`config.mk`:
```
export PLATFORM = sky130hd
export DESIGN_NAME = dm_cache_ctrl
export DESIGN_NICKNAME = d
export VERILOG_FILES = /design/src/rtl/dm_cache_ctrl.sv
export SDC_FILE = /design/constraint.sdc
export NUM_CORES = 2
export LEC_CHECK = 0
export CAP_MARGIN = 20
export CORE_ASPECT_RATIO = 0.8
export CORE_UTILIZATION = 29
export DETAILED_ROUTE_END_ITERATION = 6
export GPL_ROUTABILITY_DRIVEN = 0
export PLACE_DENSITY_LB_ADDON = 0.3
export SYNTH_ARGS = -nofsm -noshare
export SYNTH_HDL_FRONTEND = slang
export SYNTH_SLANG_ARGS = --single-unit
export TNS_END_PERCENT = 1
```
`constraint.sdc`:
```
create_clock -name clk -period 9.75 [get_ports clk]
set_clock_uncertainty 0.2 [all_clocks]
set_input_delay 1.4625 -clock clk [delete_from_list [all_inputs] [get_ports clk]]
set_output_delay 1.4625 -clock clk [all_outputs]
set_load 0.01 [all_outputs]
```
`src/rtl/dm_cache_ctrl.sv`:
```
// rtl/dm_cache_ctrl.sv - direct-mapped write-back write-allocate cache controller
module dm_cache_ctrl #(
  parameter int CACHE_LINE_WIDTH = 128,
  parameter int ADDR_WIDTH       = 32,
  parameter int DATA_WIDTH       = 32,
  parameter int INDEX_WIDTH      = 3
) (
  input  logic                        clk,
  input  logic                        reset,
  input  logic                        cpu_read,
  input  logic                        cpu_write,
  input  logic [ADDR_WIDTH-1:0]       cpu_addr,
  input  logic [DATA_WIDTH-1:0]       cpu_wdata,
  output logic                        stall,
  output logic                        hit,
  output logic [CACHE_LINE_WIDTH-1:0] line_out,
  output logic                        mem_read,
  output logic                        mem_write,
  output logic [ADDR_WIDTH-1:0]       mem_addr,
  output logic [CACHE_LINE_WIDTH-1:0] mem_wdata,
  input  logic [CACHE_LINE_WIDTH-1:0] mem_rdata,
  input  logic                        mem_ready
);

  localparam int NUM_LINES = 2 ** INDEX_WIDTH;
  localparam int TAG_WIDTH = ADDR_WIDTH - INDEX_WIDTH - 2;
  localparam int WORDS     = CACHE_LINE_WIDTH / DATA_WIDTH;

  typedef enum logic [1:0] {
    S_IDLE,
    S_WRITEBACK,
    S_ALLOCATE
  } state_t;

  state_t state;

  // Line storage: one entry per index, valid/dirty kept as flat bit vectors.
  logic [NUM_LINES-1:0]        valid_arr;
  logic [NUM_LINES-1:0]        dirty_arr;
  logic [TAG_WIDTH-1:0]        tag_arr  [NUM_LINES];
  logic [CACHE_LINE_WIDTH-1:0] data_arr [NUM_LINES];

  // Request fields decoded from the CPU word address.
  logic                   req;
  logic [1:0]             cpu_off;
  logic [INDEX_WIDTH-1:0] cpu_idx;
  logic [TAG_WIDTH-1:0]   cpu_tag;

  // Index/tag captured when a miss leaves IDLE; the refill always targets these.
  logic [INDEX_WIDTH-1:0] lat_idx;
  logic [TAG_WIDTH-1:0]   lat_tag;

  assign req     = cpu_read | cpu_write;
  assign cpu_off = cpu_addr[1:0];
  assign cpu_idx = cpu_addr[INDEX_WIDTH+1:2];
  assign cpu_tag = cpu_addr[ADDR_WIDTH-1:INDEX_WIDTH+2];

  // Lookup path is purely combinational so read hits complete with zero latency.
  always_comb begin
    hit      = req & valid_arr[cpu_idx] & (tag_arr[cpu_idx] == cpu_tag);
    line_out = data_arr[cpu_idx];
    stall    = (state != S_IDLE) | (req & ~hit);
  end

  // Controller FSM with registered memory-side outputs and all array updates.
  always_ff @(posedge clk) begin
    if (reset) begin
      state     <= S_IDLE;
      valid_arr <= '0;
      dirty_arr <= '0;
      for (int i = 0; i < NUM_LINES; i++) begin
        tag_arr[i]  <= '0;
        data_arr[i] <= '0;
      end
      lat_idx   <= '0;
      lat_tag   <= '0;
      mem_read  <= 1'b0;
      mem_write <= 1'b0;
      mem_addr  <= '0;
      mem_wdata <= '0;
    end else begin
      case (state)
        S_IDLE: begin
          if (req) begin
            if (hit) begin
              // A simultaneous read+write request is treated as a store.
              if (cpu_write) begin
                for (int w = 0; w < WORDS; w++) begin
                  if (cpu_off == w[1:0]) begin
                    data_arr[cpu_idx][w*DATA_WIDTH +: DATA_WIDTH] <= cpu_wdata;
                  end
                end
                dirty_arr[cpu_idx] <= 1'b1;
              end
            end else begin
              lat_idx <= cpu_idx;
              lat_tag <= cpu_tag;
              if (valid_arr[cpu_idx] && dirty_arr[cpu_idx]) begin
                // Victim is modified: push it out before refilling.
                state     <= S_WRITEBACK;
                mem_write <= 1'b1;
                mem_addr  <= {tag_arr[cpu_idx], cpu_idx, 2'b00};
                mem_wdata <= data_arr[cpu_idx];
              end else begin
                state    <= S_ALLOCATE;
                mem_read <= 1'b1;
                mem_addr <= {cpu_tag, cpu_idx, 2'b00};
              end
            end
          end
        end

        S_WRITEBACK: begin
          if (mem_ready) begin
            state     <= S_ALLOCATE;
            mem_write <= 1'b0;
            mem_read  <= 1'b1;
            mem_addr  <= {lat_tag, lat_idx, 2'b00};
          end
        end

        S_ALLOCATE: begin
          if (mem_ready) begin
            // Fresh line is clean; a pending store merges on the next IDLE hit.
            state              <= S_IDLE;
            mem_read           <= 1'b0;
            data_arr[lat_idx]  <= mem_rdata;
            tag_arr[lat_idx]   <= lat_tag;
            valid_arr[lat_idx] <= 1'b1;
            dirty_arr[lat_idx] <= 1'b0;
          end
        end

        default: begin
          state     <= S_IDLE;
          mem_read  <= 1'b0;
          mem_write <= 1'b0;
        end
      endcase
    end
  end

endmodule

```
==> impl_metrics.yaml <==
timing:
  relSlewSlack_pct: 15.0
  min_period_ps: 7900
  grt_setup_unrepaired: "false"
  final_max_slew_viol_count: 0
  whs_ps: 248
  fin_ws_ps: 1850
  fin_crit_sh_pct: 81.0
  fmax_mhz: 127
  setup_viol: 0
  hold_violations: 0
  setup_tns_ps: 0
  tightest_slew_ps: 1280
clock_tree:
  cts-root-buf: "clkbuf_16"
  ctsLongestPathBuffers: 4
  cts_setup_buffers: 0
  insertion_delay_ps: 850
  numCtsBuffers: 169
  clock-sinks: 1448
  clkTransAtPathRegs_ps: 50
  cts_hold_buf: 0
  cts_tree: "yes"
  h-tree-depth: 4
  cts.repair.resized: 0
detailed_routing:
  ant_nets: 0
  maxUsedRoutingLayer: "met5"
  detail_route.wl_per_cell_microns: 30.1
  wl_met2_microns: 132000
  vias: 56300
  first_iter_violations: 7784
  viasPerCell: 5.73
  drt-met1-wl_microns: 117000
  drc: 6
  wl_microns: 296000
  drt_first_pass_iters: 7
  routed-wl-met3_microns: 34500
power_and_ir_drop:
  power.internal_uw: 10900
  total_power_uw: 14600
  netSwitchingFraction_pct: 25.5
  powerDensity_mw_per_mm2: 181
  p_seq_share_pct: 47.9
  p_sw_uw: 3730
  p_clk_share_pct: 43.4
  leakagePower_uw: 0.0262
  ir_worst_vdd_mv: 0.128
  comb_power_share_pct: 8.7
die:
  die_h_microns: 434
  design.core.area_sq_mm: 0.232
  die_area_sq_mm: 0.235
  io_pins: 489
  dieWidth_microns: 542
  start_util_pct: 29.2
  rows: 158
worst_setup_path:
  worstSetupStartpointType: "input port"
  crit_buf_inv: 4
  critPathRequiredTime_ps: 8090
  crit_arrival_ps: 6240
  worstSetupPathType: "in2out"
  cp_top_family: "buffers and inverters"
  critPathSlowestCell: "buf_4"
  end_kind: "output pin"
  max_stage_delay_ps: 660
  path_cells: "buf_6 -> buf_4 -> nor2b_1 -> a22oi_1 -> nand2_1 -> xnor2_1 -> or4_1 -> or4_4 -> inv_8 -> o21ai_0 -> clkdlybuf4s50_1"
  critical_path.max_fanout: 67
logic_synthesis:
  synthArstFlopShare_pct: 0
  synth-edff-count: 1240
  yosys.area_share.adder_pct: 0
  ys_types: 66
  syn_area_sq_mm: 0.0676
  synth_area_leaders: "edfxtp_1 55%, nand2_1 7.6%, dfxtp_1 6.2%"
  avgSynthCellArea_sq_um: 10.5
  ys_ff_latch: 1448
  synth_top_family_by_area: "compound AO/OA/AOI/OAI gates"
  muxShareOfSynthArea_pct: 3.66
  ys_top_cells_by_count: "1,362 x nand2_1, 1,240 x edfxtp_1, 821 x o21ai_0"
  synth_top_cell_by_area: "edfxtp_1"
  yosysSeqAreaShare_pct: 61.3
  yosysWarnings: 0
  yosysMostFrequentCell: "nand2_1"
  synth_ff_type: "edfxtp_1"
  synth_top_cell_area_share_pct: 55.1
  synthSimpleGateAreaFrac_pct: 14.4
  synth_compound_area_share_pct: 16.3
  synth_xor_area_share_pct: 0.104
  netlist_instances: 6424
final_layout:
  fin_nets: 6739
  nFillCells: 23000
  layout-drive-gt1-share_pct: 8.40
  syn2layout_area_growth_pct: 19.6
status:
  violations: "design-rule violations"
  outcome: "finished, violations left"
grt:
  grt_pass1_vias: 53400
  grt_max_degree: 157
  overflow: 0
  grtUsageTotal_pct: 24.4
  antenna_found_initial: 70
  grt_first_pass_wirelength_microns: 413000
placement:
  dp_hpwl_microns: 169000
  pre_cts_ws_ps: 2040
  portBuffers: 486
min_path:
  hp-class: "reg2reg"
job:
  drv_cap: 0
registers in the layout, indices dropped and copies added, names as in the netlist:
| register | flops |
|---|---|
| data_arr | 1024 |
| dirty_arr | 8 |
| lat_idx | 3 |
| lat_tag | 27 |
| mem_addr | 30 |
| mem_read | 1 |
| mem_wdata | 128 |
| mem_write | 1 |
| state | 2 |
| tag_arr | 216 |
| valid_arr | 8 |
final timing paths:
check                             startpoint               to  slack [ps]  cells after the start
worst max-delay path             cpu_addr[2]            stall        1850                     11
worst min-delay path            valid_arr[1]     valid_arr[1]         250                      1
worst max register to register      state[1]  data_arr[7][35]        4180                      7
worst min register to register  valid_arr[1]     valid_arr[1]         250                      1
final cells by class:
cell class	count	area (sq um)	area share [%]
clock buffers	204	4430	5.49
well taps	3120	3900	4.83
flip-flops and latches	1448	41400	51.2
inverters	20	82.6	0.102
diodes	38	95.1	0.118
repair buffers	642	6200	7.67
clock inverters	93	890	1.10
multi-input cells	4261	23800	29.4
kinds of logic after synthesis:
kind of cell / after synthesis
other: 1
muxes: 221
xor gates and xnor gates: 8
AOI/OAI and AO/OA: 1872
DFF: 1448
and+or+nand+nor: 2158
buffers and inverters: 716
worst register-to-register path: stages (launching register included):
cell and delay (ps):
dfxtp_1 680, nand3b_1 340, nor2_1 520, nand3_1 440, nand2_2 980, nand4_4 710, o21ai_4 900, buf_4 510
metrics by stage:
step                      util, %  area (sq um)  cells
final                        34.9         80800   9826
after floorplan                 -         67600   6425
after detailed placement     32.5         75300   9488
after global placement       32.5         75300   9486
after global routing         34.8         80700   9804
after CTS                    34.8         80600   9785
cell usage in the layout (no fill, tap or decap), types with 17 or more instances in the layout:
master | netlist | final
a22o_1 | 83 | 83
nand3_1 | 154 | 154
nor3_1 | 142 | 137
inv_1 | 19 | 17
a221oi_1 | 84 | 84
clkdlybuf4s50_1 | 0 | 482
and2_1 | 160 | 154
mux2_2 | 70 | 70
a21oi_1 | 47 | 47
clkinv_2 | 0 | 27
a22oi_1 | 253 | 252
clkinv_1 | 0 | 34
o21ai_4 | 0 | 32
buf_4 | 11 | 144
o22ai_1 | 32 | 32
diode_2 | 0 | 38
nor4_1 | 147 | 147
mux2i_1 | 137 | 137
a31oi_1 | 128 | 128
dfxtp_1 | 208 | 208
clkbuf_1 | 441 | 29
o21ai_1 | 375 | 367
nand2_1 | 1362 | 1360
edfxtp_1 | 1240 | 1240
o21ai_0 | 821 | 797
nand4_1 | 22 | 22
nor2_1 | 55 | 44
and3_1 | 56 | 55
clkbuf_16 | 0 | 170
routing by layer:
layer	track usage, %	vias to the layer above
li1	-	24000
met1	32.5	28000
met2	37.4	3670
met3	6.42	558
met4	10.4	56
met5	0	-
power by group through the flow:
stage,registers [uW],logic (uW),clock network [uW]
after floorplan,7110,557,0
after global placement,7120,1250,0
after detailed placement,7130,1250,0
after CTS,7000,1250,6400
after global routing,7020,1320,6620
final,7000,1270,6350
(Power assumes the default switching activity.)
